File: src/rtl/instruction_cache_controller.sv
// Direct-mapped, read-only instruction cache between fetch and a 128-bit block memory.
// Hits are served in the same cycle; a miss issues one block read and refills the line.
module instruction_cache_controller #(
  parameter int INDEX_BITS    = 3,
  parameter int COUNTER_WIDTH = 16
) (
  input  logic                     clock,
  input  logic                     reset,
  input  logic                     cpu_read,
  input  logic [31:0]              cpu_address,
  output logic [31:0]              cpu_readdata,
  output logic                     cpu_busywait,
  output logic                     mem_read,
  output logic [27:0]              mem_address,
  input  logic [127:0]             mem_readdata,
  input  logic                     mem_busywait,
  output logic [COUNTER_WIDTH-1:0] hit_count,
  output logic [COUNTER_WIDTH-1:0] miss_count
);

  localparam int LINES    = 2 ** INDEX_BITS;
  localparam int TAG_BITS = 28 - INDEX_BITS;

  typedef enum logic [1:0] {
    S_IDLE     = 2'd0,
    S_MEM_READ = 2'd1,
    S_UPDATE   = 2'd2
  } state_t;

  state_t                   r_state;
  state_t                   w_next_state;
  logic                     r_first;
  logic [LINES-1:0]         r_valid;
  logic [TAG_BITS-1:0]      r_tag [LINES];
  logic [127:0]             r_data [LINES];
  logic [27:0]              r_mem_address;
  logic [COUNTER_WIDTH-1:0] r_hit_count;
  logic [COUNTER_WIDTH-1:0] r_miss_count;

  logic [INDEX_BITS-1:0]    w_index;
  logic [TAG_BITS-1:0]      w_tag;
  logic [INDEX_BITS-1:0]    w_fill_index;
  logic [TAG_BITS-1:0]      w_fill_tag;
  logic                     w_hit;
  logic                     w_miss;
  logic                     w_fill;
  logic                     w_busywait;
  logic                     w_mem_read;
  logic [1:0]               w_unused_addr_bits;

  assign w_index            = cpu_address[3+INDEX_BITS:4];
  assign w_tag              = cpu_address[31:4+INDEX_BITS];
  assign w_fill_index       = r_mem_address[INDEX_BITS-1:0];
  assign w_fill_tag         = r_mem_address[27:INDEX_BITS];
  assign w_unused_addr_bits = cpu_address[1:0];

  assign w_hit  = cpu_read & r_valid[w_index] & (r_tag[w_index] == w_tag);
  assign w_miss = (r_state == S_IDLE) & cpu_read & ~w_hit;
  // The memory only raises busywait after seeing mem_read, so the first MEM_READ cycle is skipped.
  assign w_fill = (r_state == S_MEM_READ) & ~r_first & ~mem_busywait;

  assign cpu_readdata = r_data[w_index][{cpu_address[3:2], 5'b00000} +: 32];
  assign cpu_busywait = w_busywait;
  assign mem_read     = w_mem_read;
  assign mem_address  = r_mem_address;
  assign hit_count    = r_hit_count;
  assign miss_count   = r_miss_count;

  // Next-state and stall/request decode
  always_comb begin
    w_next_state = r_state;
    w_busywait   = 1'b0;
    w_mem_read   = 1'b0;
    case (r_state)
      S_IDLE: begin
        w_busywait = cpu_read & ~w_hit;
        if (cpu_read & ~w_hit) begin
          w_next_state = S_MEM_READ;
        end else begin
          w_next_state = S_IDLE;
        end
      end
      S_MEM_READ: begin
        w_mem_read = 1'b1;
        w_busywait = 1'b1;
        if (w_fill) begin
          w_next_state = S_UPDATE;
        end else begin
          w_next_state = S_MEM_READ;
        end
      end
      S_UPDATE: begin
        w_busywait   = 1'b1;
        w_next_state = S_IDLE;
      end
      default: begin
        w_next_state = S_IDLE;
      end
    endcase
  end

  // State, valid bits, latched miss address and saturating statistics
  always_ff @(posedge clock or posedge reset) begin
    if (reset) begin
      r_state       <= S_IDLE;
      r_first       <= 1'b0;
      r_valid       <= '0;
      r_mem_address <= 28'd0;
      r_hit_count   <= '0;
      r_miss_count  <= '0;
    end else begin
      r_state <= w_next_state;
      r_first <= (r_state != S_MEM_READ);
      if (w_miss) begin
        r_mem_address <= cpu_address[31:4];
        if (r_miss_count != {COUNTER_WIDTH{1'b1}}) begin
          r_miss_count <= r_miss_count + COUNTER_WIDTH'(1);
        end
      end
      if ((r_state == S_IDLE) && w_hit && (r_hit_count != {COUNTER_WIDTH{1'b1}})) begin
        r_hit_count <= r_hit_count + COUNTER_WIDTH'(1);
      end
      if (w_fill) begin
        r_valid[w_fill_index] <= 1'b1;
      end
    end
  end

  // Tag and data arrays carry no reset; valid bits guard them
  always_ff @(posedge clock) begin
    if (w_fill) begin
      r_data[w_fill_index] <= mem_readdata;
      r_tag[w_fill_index]  <= w_fill_tag;
    end
  end

endmodule

File: config.mk
export PLATFORM = sky130hd
export DESIGN_NAME = instruction_cache_controller
export DESIGN_NICKNAME = d
export VERILOG_FILES = /design/src/rtl/instruction_cache_controller.sv
export SDC_FILE = /design/constraint.sdc
export NUM_CORES = 1
export LEC_CHECK = 0
export BUFFER_PORTS_ARGS = -buffer_cell sky130_fd_sc_hd__buf_2
export CORE_MARGIN = 2
export CORE_UTILIZATION = 40
export CTS_CLUSTER_SIZE = 14
export DETAILED_ROUTE_END_ITERATION = 16
export GPL_TIMING_DRIVEN = 1
export HOLD_SLACK_MARGIN = 0.03
export SYNTH_ARGS = -nofsm -noshare
export SYNTH_HDL_FRONTEND = slang
export SYNTH_SLANG_ARGS = --single-unit
File: constraint.sdc
create_clock -name clock -period 14.4 [get_ports clock]
set_clock_uncertainty 0.05 [all_clocks]
set_input_delay 0.72 -clock clock [delete_from_list [all_inputs] [get_ports clock]]
set_output_delay 0.72 -clock clock [all_outputs]
set_load 0.1 [all_outputs]
Word level (Yosys, flattened, before mapping)
Memories as Yosys holds them, arrays and structs flattened.
Cells that the tools add are included.
Widths: inputs -> output; s select.
- add/sub/neg operators: 2
- $lt $le $gt $ge: 3
- equality and inequality tests: 6
- shifts and indexed selects: 1
- muxes and demuxes: 11
- bitwise logic cells: 11
- reduce and logical (&&, ||, !) cells: 6
- operators with widths (operator ; count):
    $shiftx 128x8->32 ; 1
    $add 16x1->16 const B ; 2
    $ne 16x16->1 const B ; 2
    $eq 25x25->1 ; 1
    $lt 3x4->1 const B ; 2
    $or 8x8->8 ; 1
    $and 1x1->1 ; 7
    $mux 1 ; 6
    $pmux 2 s2 ; 1
    $bmux 1 s3 ; 1
    $demux 1 s3 ; 1
    $ge 3x1->1 const B ; 1
    $logic_and 1x1->1 ; 3
    $not 1->1 ; 3
    $eq 2x1->1 const B ; 1
    $eq 2x2->1 const B ; 1
    $logic_not 2->1 ; 1
    $mux 2 ; 1
    $ne 2x1->1 const B ; 1
    $pmux 1 s2 ; 1
    $reduce_and 2->1 ; 1
    $reduce_or 2->1 ; 1
- register bits: 71
- RAM bits: 1224
- bits of input ports: 164
- word-level logic and storage cells: 48
- memories kept: 2
- memory list (name ; depth ; width ; rd ports ; clocked after memory_dff ; write ports ; RTL line ; source):
    r_data ; 8 ; 128 ; 1 ; 0 ; 1 ; 35 ; logic [127:0] r_data [LINES];
    r_tag ; 8 ; 25 ; 1 ; 0 ; 1 ; 34 ; logic [TAG_BITS-1:0] r_tag [LINES];

Depth between registers and ports, before layout
Gate-level depths: netlist (run 1).
- word-level depth: 8
- mapped depth: 14
- mapped depth without buffers: 8

Least setup slack after synthesis (run 1)
No wires, ideal clock.
- path kind: reg2reg
- from: register r_state[1]
- to: register r_valid[1]
- setup time: 131 ps
- arrival: 13216 ps
- data required time: 14219 ps
- slack: 1002 ps
- stages on the path, launching flop included: 8
- buffers on the path: 0
- clock period less this slack: 13398 ps
- cells stage by stage: dfrtp_1 inv_1 ha_1 inv_1 nor3_1 nand2_1 nor3_1 or2_2
- cells in the longest elaborated chain, start to end: 3
- ends and longest elaborated chain (element ; RTL line ; source):
    start, declared ; 30 ; state_t r_state;
    start signal, assigned ; 112 ; r_state <= w_next_state;
    $eq 2x1->1 ; 60 ; assign w_fill = (r_state == S_MEM_READ) & ~r_first & ~mem_busywait;
    $and 1x1->1 (2 in series) ; 60 ;
    end signal, assigned ; 107 ; r_valid <= '0;
    end signal, assigned by index ; 124 ; r_valid[w_fill_index] <= 1'b1;
    end, declared ; 33 ; logic [LINES-1:0] r_valid;
Every way passes these cells.
A chain may end at the register's enable or synchronous reset.

Final worst setup path (run 1)
- from: input cpu_address[4]
- to: output cpu_readdata[21]
- cells in the longest elaborated chain, start to end: 2
- ends and longest elaborated chain (element ; RTL line ; source):
    start, declared ; 10 ; input logic [31:0] cpu_address,
    $mem_v2 8x128 ; n/a ;
    $shiftx 128x8->32 ; 62 ; assign cpu_readdata = r_data[w_index][{cpu_address[3:2], 5'b00000} +: 32];
    end, declared ; 11 ; output logic [31:0] cpu_readdata,
Every way passes these cells.

==> impl_metrics.env, run 1 <==
export IMPL_run_status="finished, final reports clean"
export IMPL_clkTransAtPathRegs_ns=0.06
export IMPL_fin_crit_sh=0.413
export IMPL_path_max_fanout=91
export IMPL_synth_seq_cells=1295
export IMPL_floorplan_die_width_um=357
export IMPL_yosys_warnings=0
export IMPL_synth_flop_cell="sky130_fd_sc_hd__edfxtp_1"
export IMPL_core_region_area_um2=124000
export IMPL_first_global_vias=23900
export IMPL_detailedPlace_worstSlack_ns=8.33
export IMPL_worstSetupStartpointType="input port"
export IMPL_yosys_top_cells_area="sky130_fd_sc_hd__edfxtp_1 74%, sky130_fd_sc_hd__mux4_2 16%, sky130_fd_sc_hd__dfrtp_1 3.6%, sky130_fd_sc_hd__mux2_2 1.2%, sky130_fd_sc_hd__mux2i_1 1.2%"
export IMPL_report_final_slew_viol_count=0
export IMPL_min_path_type="input port to async pin"
export IMPL_die_y_um=357
export IMPL_post_cts_setup_buffer_count=0
export IMPL_route_vias_total=22600
export IMPL_cts_buffers_inserted=135
export IMPL_grt_setup_unrepaired="no"
export IMPL_arrival_ns=5.18
export IMPL_clkSinkCount=1295
export IMPL_cellLeakagePower_nw=18.8
export IMPL_critPathBufInv=4
export IMPL_drt_antenna_violating_nets=0
export IMPL_finalPower_mw=9.35
export IMPL_post_route_worst_setup_slack_ns=8.45
export IMPL_fin_hold_ws_ns=0.0871
export IMPL_max_clock_freq_mhz=168
export IMPL_route_detailed_wl_per_inst_um=26.7
export IMPL_clk_insertion_delay_late_ns=0.73
export IMPL_pin_count=258
export IMPL_remaining_drc_errors=0
export IMPL_detailedPlacementHpwl_mm=61.4
export IMPL_buffer_ports_inserted=255
export IMPL_slowest_stage="sky130_fd_sc_hd__buf_4"
export IMPL_report_final_hold_viol_count=0
export IMPL_critical_path_cell_chain="buf_8 > buf_4 > buf_4 > mux4_2 > mux4_2 > mux2_2 > buf_2"
export IMPL_h_tree_level_count=4
export IMPL_cts_hold_fix_buffers=0
export IMPL_setup_viol_count_final=0
export IMPL_grt_antenna_before_repair=47
export IMPL_slew_limit_headroom=0.200
export IMPL_die_area_um2=127000
export IMPL_drv_max_cap_violation_count=0
export IMPL_grtUsageTotal=0.177
export IMPL_post_place_cells=3927
export IMPL_grt_pass1_wl_mm=163
export IMPL_ys_types=50
export IMPL_initialDrtViolationCount=2030
export IMPL_fillCellCount=10200
export IMPL_area_growth_synth_to_final_pct=15.4
export IMPL_synth_yosys_seq_area_share=0.774
export IMPL_cts_resized_gates=0
export IMPL_final_layout_size_suffix_gt1_frac=0.364
export IMPL_ctsRootBufferMaster="sky130_fd_sc_hd__clkbuf_16"
export IMPL_first_pass_iters=7
export IMPL_tritoncts_clock_tree="done"
export IMPL_worst_slew_pin_transition_ns=1.20
export IMPL_final_period_minus_worst_setup_slack_ns=5.95
export IMPL_endpoint_kind="output pin"
export IMPL_cts_path_max_buffers=3
export IMPL_async_flop_share=0.0548
export IMPL_gr_total_overflow=0
export IMPL_syn_nets=2269
export IMPL_slowest_delay_ns=0.91
export IMPL_fin_setup_tns_ns=0
export IMPL_worst_ep_required_time_ns=13.63
export IMPL_library_cell_with_the_largest_summed_area_after_synthesis="sky130_fd_sc_hd__edfxtp_1"
export IMPL_totalWireLength_mm=112
export IMPL_power_density_nw_per_um2=163
export IMPL_ir_drop_mv=0.218
export IMPL_vias_per_cell=5.40
export IMPL_place_gp_congestion=0.770
export IMPL_synth_enable_flop_cells=1224
export IMPL_setup_worst_path_class="input port to output pin"
export IMPL_start_util=0.403
export IMPL_post_layout_cell_count=4184
export IMPL_placementRows=129
export IMPL_finalNetCount=2596
export IMPL_critPathTopFamily="buffers and inverters"
export IMPL_syn_avg_cell_area_um2=23.7
export IMPL_yosys_area_top_type_share=0.738
export IMPL_netlist_instances=2100
export IMPL_grt_start_max_net_pins=117
export IMPL_syn_cell_area_um2=49800
==> flip-flops by register name, indices dropped and copies added, names as in the netlist <==
register and cells:
hit_count 16, mem_address 28, miss_count 16, r_data 1024, r_first 1, r_state 2
r_tag 200, r_valid 8
==> synthesized netlist by cell type (3+ instances only) <==
master / number
sky130_fd_sc_hd__edfxtp_1: 1224
sky130_fd_sc_hd__mux4_2: 347
sky130_fd_sc_hd__dfrtp_1: 71
sky130_fd_sc_hd__mux2i_1: 60
sky130_fd_sc_hd__mux2_2: 54
sky130_fd_sc_hd__clkbuf_1: 43
sky130_fd_sc_hd__buf_2: 35
sky130_fd_sc_hd__xor2_1: 25
sky130_fd_sc_hd__nand2_1: 21
sky130_fd_sc_hd__nor2_1: 21
sky130_fd_sc_hd__xnor2_1: 19
sky130_fd_sc_hd__a22oi_1: 18
sky130_fd_sc_hd__nand3_1: 17
sky130_fd_sc_hd__buf_1: 11
sky130_fd_sc_hd__nor3_1: 11
sky130_fd_sc_hd__a21oi_1: 10
sky130_fd_sc_hd__inv_1: 10
sky130_fd_sc_hd__mux2_4: 9
sky130_fd_sc_hd__nand4_1: 9
sky130_fd_sc_hd__nor2b_1: 9
sky130_fd_sc_hd__and3_1: 8
sky130_fd_sc_hd__or2_2: 8
sky130_fd_sc_hd__and2_1: 6
sky130_fd_sc_hd__buf_4: 5
sky130_fd_sc_hd__ha_1: 5
sky130_fd_sc_hd__nand2b_1: 5
sky130_fd_sc_hd__a22o_1: 4
sky130_fd_sc_hd__and4_1: 3
sky130_fd_sc_hd__nor4_1: 3
sky130_fd_sc_hd__o22ai_1: 3
==> power breakdown <==
part / total, mW / internal (mW) / switching (mW)
clock network: 3.43 / 2.00 / 1.44
logic: 1.28 / 0.332 / 0.948
registers: 4.63 / 4.49 / 0.145
==> placed cells by master (no fill, tap or decap), types with 6 or more instances in the layout <==
cell type / synthesis / final
sky130_fd_sc_hd__a21oi_1: 10 / 10
sky130_fd_sc_hd__a22oi_1: 18 / 18
sky130_fd_sc_hd__and2_1: 6 / 6
sky130_fd_sc_hd__and3_1: 8 / 8
sky130_fd_sc_hd__buf_2: 35 / 251
sky130_fd_sc_hd__buf_4: 5 / 33
sky130_fd_sc_hd__bufinv_16: 0 / 11
sky130_fd_sc_hd__clkbuf_1: 43 / 26
sky130_fd_sc_hd__clkbuf_16: 0 / 137
sky130_fd_sc_hd__clkbuf_8: 0 / 8
sky130_fd_sc_hd__clkinv_1: 0 / 20
sky130_fd_sc_hd__clkinv_2: 0 / 24
sky130_fd_sc_hd__dfrtp_1: 71 / 71
sky130_fd_sc_hd__diode_2: 0 / 12
sky130_fd_sc_hd__edfxtp_1: 1224 / 1224
sky130_fd_sc_hd__inv_1: 10 / 9
sky130_fd_sc_hd__mux2_2: 54 / 54
sky130_fd_sc_hd__mux2_4: 9 / 9
sky130_fd_sc_hd__mux2i_1: 60 / 60
sky130_fd_sc_hd__mux4_2: 347 / 347
sky130_fd_sc_hd__nand2_1: 21 / 21
sky130_fd_sc_hd__nand3_1: 17 / 17
sky130_fd_sc_hd__nand4_1: 9 / 9
sky130_fd_sc_hd__nor2_1: 21 / 15
sky130_fd_sc_hd__nor2_4: 0 / 6
sky130_fd_sc_hd__nor2b_1: 9 / 9
sky130_fd_sc_hd__nor3_1: 11 / 9
sky130_fd_sc_hd__or2_2: 8 / 8
sky130_fd_sc_hd__xnor2_1: 19 / 19
sky130_fd_sc_hd__xor2_1: 25 / 25
==> cell families (layout without fill, tap and decap cells) <==
logic type / count (synthesis) / in the layout / synth area share
adders and majority gates: 5 / 5 / 0.00126
muxes: 472 / 472 / 0.185
other: 0 / 12 / 0
DFF: 1295 / 1295 / 0.774
buffers and inverters: 109 / 544 / 0.0106
xor gates and xnor gates: 44 / 44 / 0.00774
and+or+nand+nor: 133 / 133 / 0.0156
AOI/OAI and AO/OA: 42 / 42 / 0.00593
==> through the flow <==
| step | instance area, um2 | util |
|---|---|---|
| final | 57400 | 0.464 |
| after global routing | 57400 | 0.464 |
| after CTS | 57400 | 0.464 |
| after detailed placement | 53000 | 0.428 |
| after global placement | 53000 | 0.428 |
| after floorplan | 49800 | - |
==> final timing paths <==
check,from,endpoint,slack (ns),cells past startpoint
max,cpu_address[4],cpu_readdata[21],8.45,7
min,reset,miss_count[3]$_DFFE_PP0P_,0.09,2
max reg2reg,r_state[1]$_DFF_PP0_,r_data[1][17]$_DFFE_PP_,9.07,9
min reg2reg,r_valid[6]$_DFFE_PP0P_,r_valid[6]$_DFFE_PP0P_,0.41,1
max in group asynchronous,reset,mem_address[23]$_DFFE_PP0P_,13.10,3
min in group clock,mem_busywait,r_state[1]$_DFF_PP0_,0.18,2
==> cell type report <==
class	count	area, um2	share of cell area
tap	1637	2050	0.0357
inverter	10	37.5	0.000654
timing repair buffer	289	1590	0.0277
sequential	1295	38500	0.671
multi-input combinational	696	10800	0.188
antenna	12	30.0	0.000523
clock buffer	170	3620	0.0631
clock inverter	75	787	0.0137
==> routing by layer <==
metal / wire (um) / GRT usage
met1: 45600 / 0.234
met2: 55200 / 0.289
met5: 214 / 0
met3: 8820 / 0.0493
met4: 2010 / 0.0458
No activity file was read; power rests on OpenSTA's default activity.
==> inputs of run 2 (changes only) <==
==> constraint.sdc (replaced) <==
create_clock -name clock -period 5.15 [get_ports clock]
set_clock_uncertainty 0.05 [all_clocks]
set_input_delay 0.2575 -clock clock [delete_from_list [all_inputs] [get_ports clock]]
set_output_delay 0.2575 -clock clock [all_outputs]
set_load 0.1 [all_outputs]
==> run 2 against run 1 <==
Non-clock buffer count rose by 156. Hold slack gained 0.038 ns. Setup slack worse by 7.3 ns. Register-to-register slack worse by 7.5 ns. Global-route usage grew 0.061 points. Clock power rose to 2.8 times the previous value. Wire length about the same. Combinational power grew to 2.9 times the previous value. Cell count up 3.5%. Total power grew to 2.8 times the previous value. Critical path type is now flip-flop to output pin.
==> impl_metrics.env, run 2 (synthesis results as in run 1) <==
export IMPL_drv_max_cap_violation_count=0
export IMPL_cellLeakagePower_nw=19.5
export IMPL_die_area_um2=127000
export IMPL_clkSinkCount=1295
export IMPL_arrival_ns=3.73
export IMPL_clkTransAtPathRegs_ns=0.06
export IMPL_min_path_type="input port to async pin"
export IMPL_route_vias_total=23200
export IMPL_setup_worst_path_class="flip-flop to output pin"
export IMPL_h_tree_level_count=4
export IMPL_route_detailed_wl_per_inst_um=25.8
export IMPL_totalWireLength_mm=112
export IMPL_slowest_delay_ns=0.48
export IMPL_final_layout_size_suffix_gt1_frac=0.343
export IMPL_ctsRootBufferMaster="sky130_fd_sc_hd__clkbuf_16"
export IMPL_buffer_ports_inserted=255
export IMPL_rr_endpoint="mem_address[14]$_DFFE_PP0P_"
export IMPL_grt_pass1_wl_mm=164
export IMPL_floorplan_die_width_um=357
export IMPL_reg2reg_setup_slack_ns=1.54
export IMPL_power_density_nw_per_um2=444
export IMPL_worstSetupStartpointType="flip-flop"
export IMPL_grtUsageTotal=0.177
export IMPL_die_y_um=357
export IMPL_detailedPlace_worstSlack_ns=0.955
export IMPL_place_gp_congestion=0.748
export IMPL_final_period_minus_worst_setup_slack_ns=4.04
export IMPL_first_global_vias=24800
export IMPL_max_clock_freq_mhz=248
export IMPL_critPathTopFamily="simple AND/OR/NAND/NOR gates"
export IMPL_timing_critical_path_from="r_tag[2][19]$_DFFE_PP_"
export IMPL_grt_setup_unrepaired="no"
export IMPL_placementRows=129
export IMPL_critical_path_cell_chain="mux4_2 > mux2i_1 > xor2_1 > nand4_1 > nor4_4 > nand4_4 > a21oi_1 > nor2_1 > buf_2"
export IMPL_largest_reg_flops=1024
export IMPL_critical_path_cell_count=9
export IMPL_first_pass_iters=5
export IMPL_grt_start_max_net_pins=132
export IMPL_pin_count=258
export IMPL_report_final_slew_viol_count=0
export IMPL_slowest_stage="sky130_fd_sc_hd__nor4_4"
export IMPL_slew_limit_headroom=0.290
export IMPL_r2r_start="r_tag[2][19]$_DFFE_PP_"
export IMPL_worst_slew_pin_transition_ns=1.07
export IMPL_rr_worst_depth=9
export IMPL_mostFrequentLayoutCells="1224 x sky130_fd_sc_hd__edfxtp_1, 347 x sky130_fd_sc_hd__mux4_2, 251 x sky130_fd_sc_hd__buf_2"
export IMPL_setup_viol_count_final=0
export IMPL_fillCellCount=10100
export IMPL_endpoint_kind="output pin"
export IMPL_remaining_drc_errors=0
export IMPL_max_flop_register="r_data"
export IMPL_clk_insertion_delay_late_ns=0.75
export IMPL_core_region_area_um2=124000
export IMPL_drt_antenna_violating_nets=0
export IMPL_tritoncts_clock_tree="done"
export IMPL_cts_resized_gates=0
export IMPL_path_max_fanout=19
export IMPL_grt_antenna_before_repair=22
export IMPL_vias_per_cell=5.36
export IMPL_mostFrequentLayoutCell="sky130_fd_sc_hd__edfxtp_1"
export IMPL_fin_crit_sh=0.784
export IMPL_post_route_worst_setup_slack_ns=1.11
export IMPL_cts_path_max_buffers=3
export IMPL_report_final_hold_viol_count=0
export IMPL_gr_total_overflow=0
export IMPL_worst_ep_required_time_ns=4.84
export IMPL_setup_worst_path_end="cpu_busywait"
export IMPL_run_status="finished, final reports clean"
export IMPL_cts_buffers_inserted=136
export IMPL_finalNetCount=2753
export IMPL_start_util=0.403
export IMPL_initialDrtViolationCount=1707
export IMPL_critPathBufInv=1
export IMPL_area_growth_synth_to_final_pct=18.8
export IMPL_detailedPlacementHpwl_mm=60.4
export IMPL_ir_drop_mv=0.518
export IMPL_finalPower_mw=26.2
==> run 2: cell types whose count changed in the layout (fill, tap and decap cells not counted), sizes merged, moves of 2 or more <==
cell	before	now
dlygate4sd3	0	156
inv	18	16
diode	12	7
clkinvlp	5	2
==> run 2: worst min-delay path by stage <==
| stage | from | endpoint | cells after the start |
|---|---|---|---|
| 5_1_grt | reset | hit_count[8]$_DFFE_PP0P_ | 3 |
| 3_3_place_gp | reset | hit_count[8]$_DFFE_PP0P_ | 2 |
| 2_1_floorplan | mem_busywait | r_state[1]$_DFF_PP0_ | 1 |
| 6_report | reset | hit_count[8]$_DFFE_PP0P_ | 3 |
| 3_5_place_dp | reset | hit_count[5]$_DFFE_PP0P_ | 2 |
| 4_1_cts | reset | hit_count[6]$_DFFE_PP0P_ | 3 |
==> run 2: layout make-up <==
cell class	count	area, um2	share of cell area
flip-flops and latches	1295	38500	0.652
multi-input cells	696	10800	0.183
clock buffers	171	3710	0.0628
repair buffers	445	3320	0.0562
well taps	1637	2050	0.0346
clock inverters	68	629	0.0106
inverters	10	40.0	0.000677
diodes	7	17.5	0.000296
==> run 2: repair_timing <==
| action | 4_1_cts | 5_1_grt |
|---|---|---|
| setup endpoints to repair | 0 | 0 |
| buffers inserted | 0 | 0 |
| hold buffers | 156 | 0 |
| hold endpoints to repair | 1089 | 0 |
==> run 2: power by group <==
part	total [mW]	switching, mW	internal, mW	leakage, nW
Sequential	13.0	0.434	12.5	11.9
Clock	9.53	3.93	5.60	2.13
Combinational	3.73	2.69	1.04	5.44
Total	26.2	7.06	19.2	19.5
==> run 2: worst register-to-register path: stages (launching register included) <==
cell and delay (ns):
sky130_fd_sc_hd__edfxtp_1 0.38, sky130_fd_sc_hd__mux4_2 0.47, sky130_fd_sc_hd__mux2i_1 0.18, sky130_fd_sc_hd__xor2_1 0.21
sky130_fd_sc_hd__nand4_1 0.27, sky130_fd_sc_hd__nor4_4 0.48, sky130_fd_sc_hd__nand4_4 0.37, sky130_fd_sc_hd__nand2_2 0.17
sky130_fd_sc_hd__buf_4 0.47, sky130_fd_sc_hd__mux2_2 0.43
==> run 2: metal layers <==
| layer | share of wire | GRT usage | wire [um] | vias to the layer above |
|---|---|---|---|---|
| li1 | - | - | - | 9915 |
| met1 | 0.41 | 0.231 | 46000 | 12400 |
| met2 | 0.50 | 0.297 | 56200 | 695 |
| met3 | 0.064 | 0.0426 | 7150 | 177 |
| met4 | 0.021 | 0.0516 | 2390 | 24 |
| met5 | 0.0013 | 0 | 148 | - |
==> run 2: stage by stage <==
stage | instances | hold WS (ns) | setup TNS, ns | area, um2 | utilization
CTS | 4322 | 0.0950 | 0 | 59100 | 0.478
global route | 4325 | 0.157 | 0 | 59100 | 0.478
detailed placement | 3927 | 0.380 | 0 | 53200 | 0.430
global placement | 3927 | 0.349 | 0 | 53200 | 0.430
floorplan | 2100 | 0.291 | -685.71 | 49800 | -
finish | 4329 | 0.125 | 0 | 59100 | 0.478
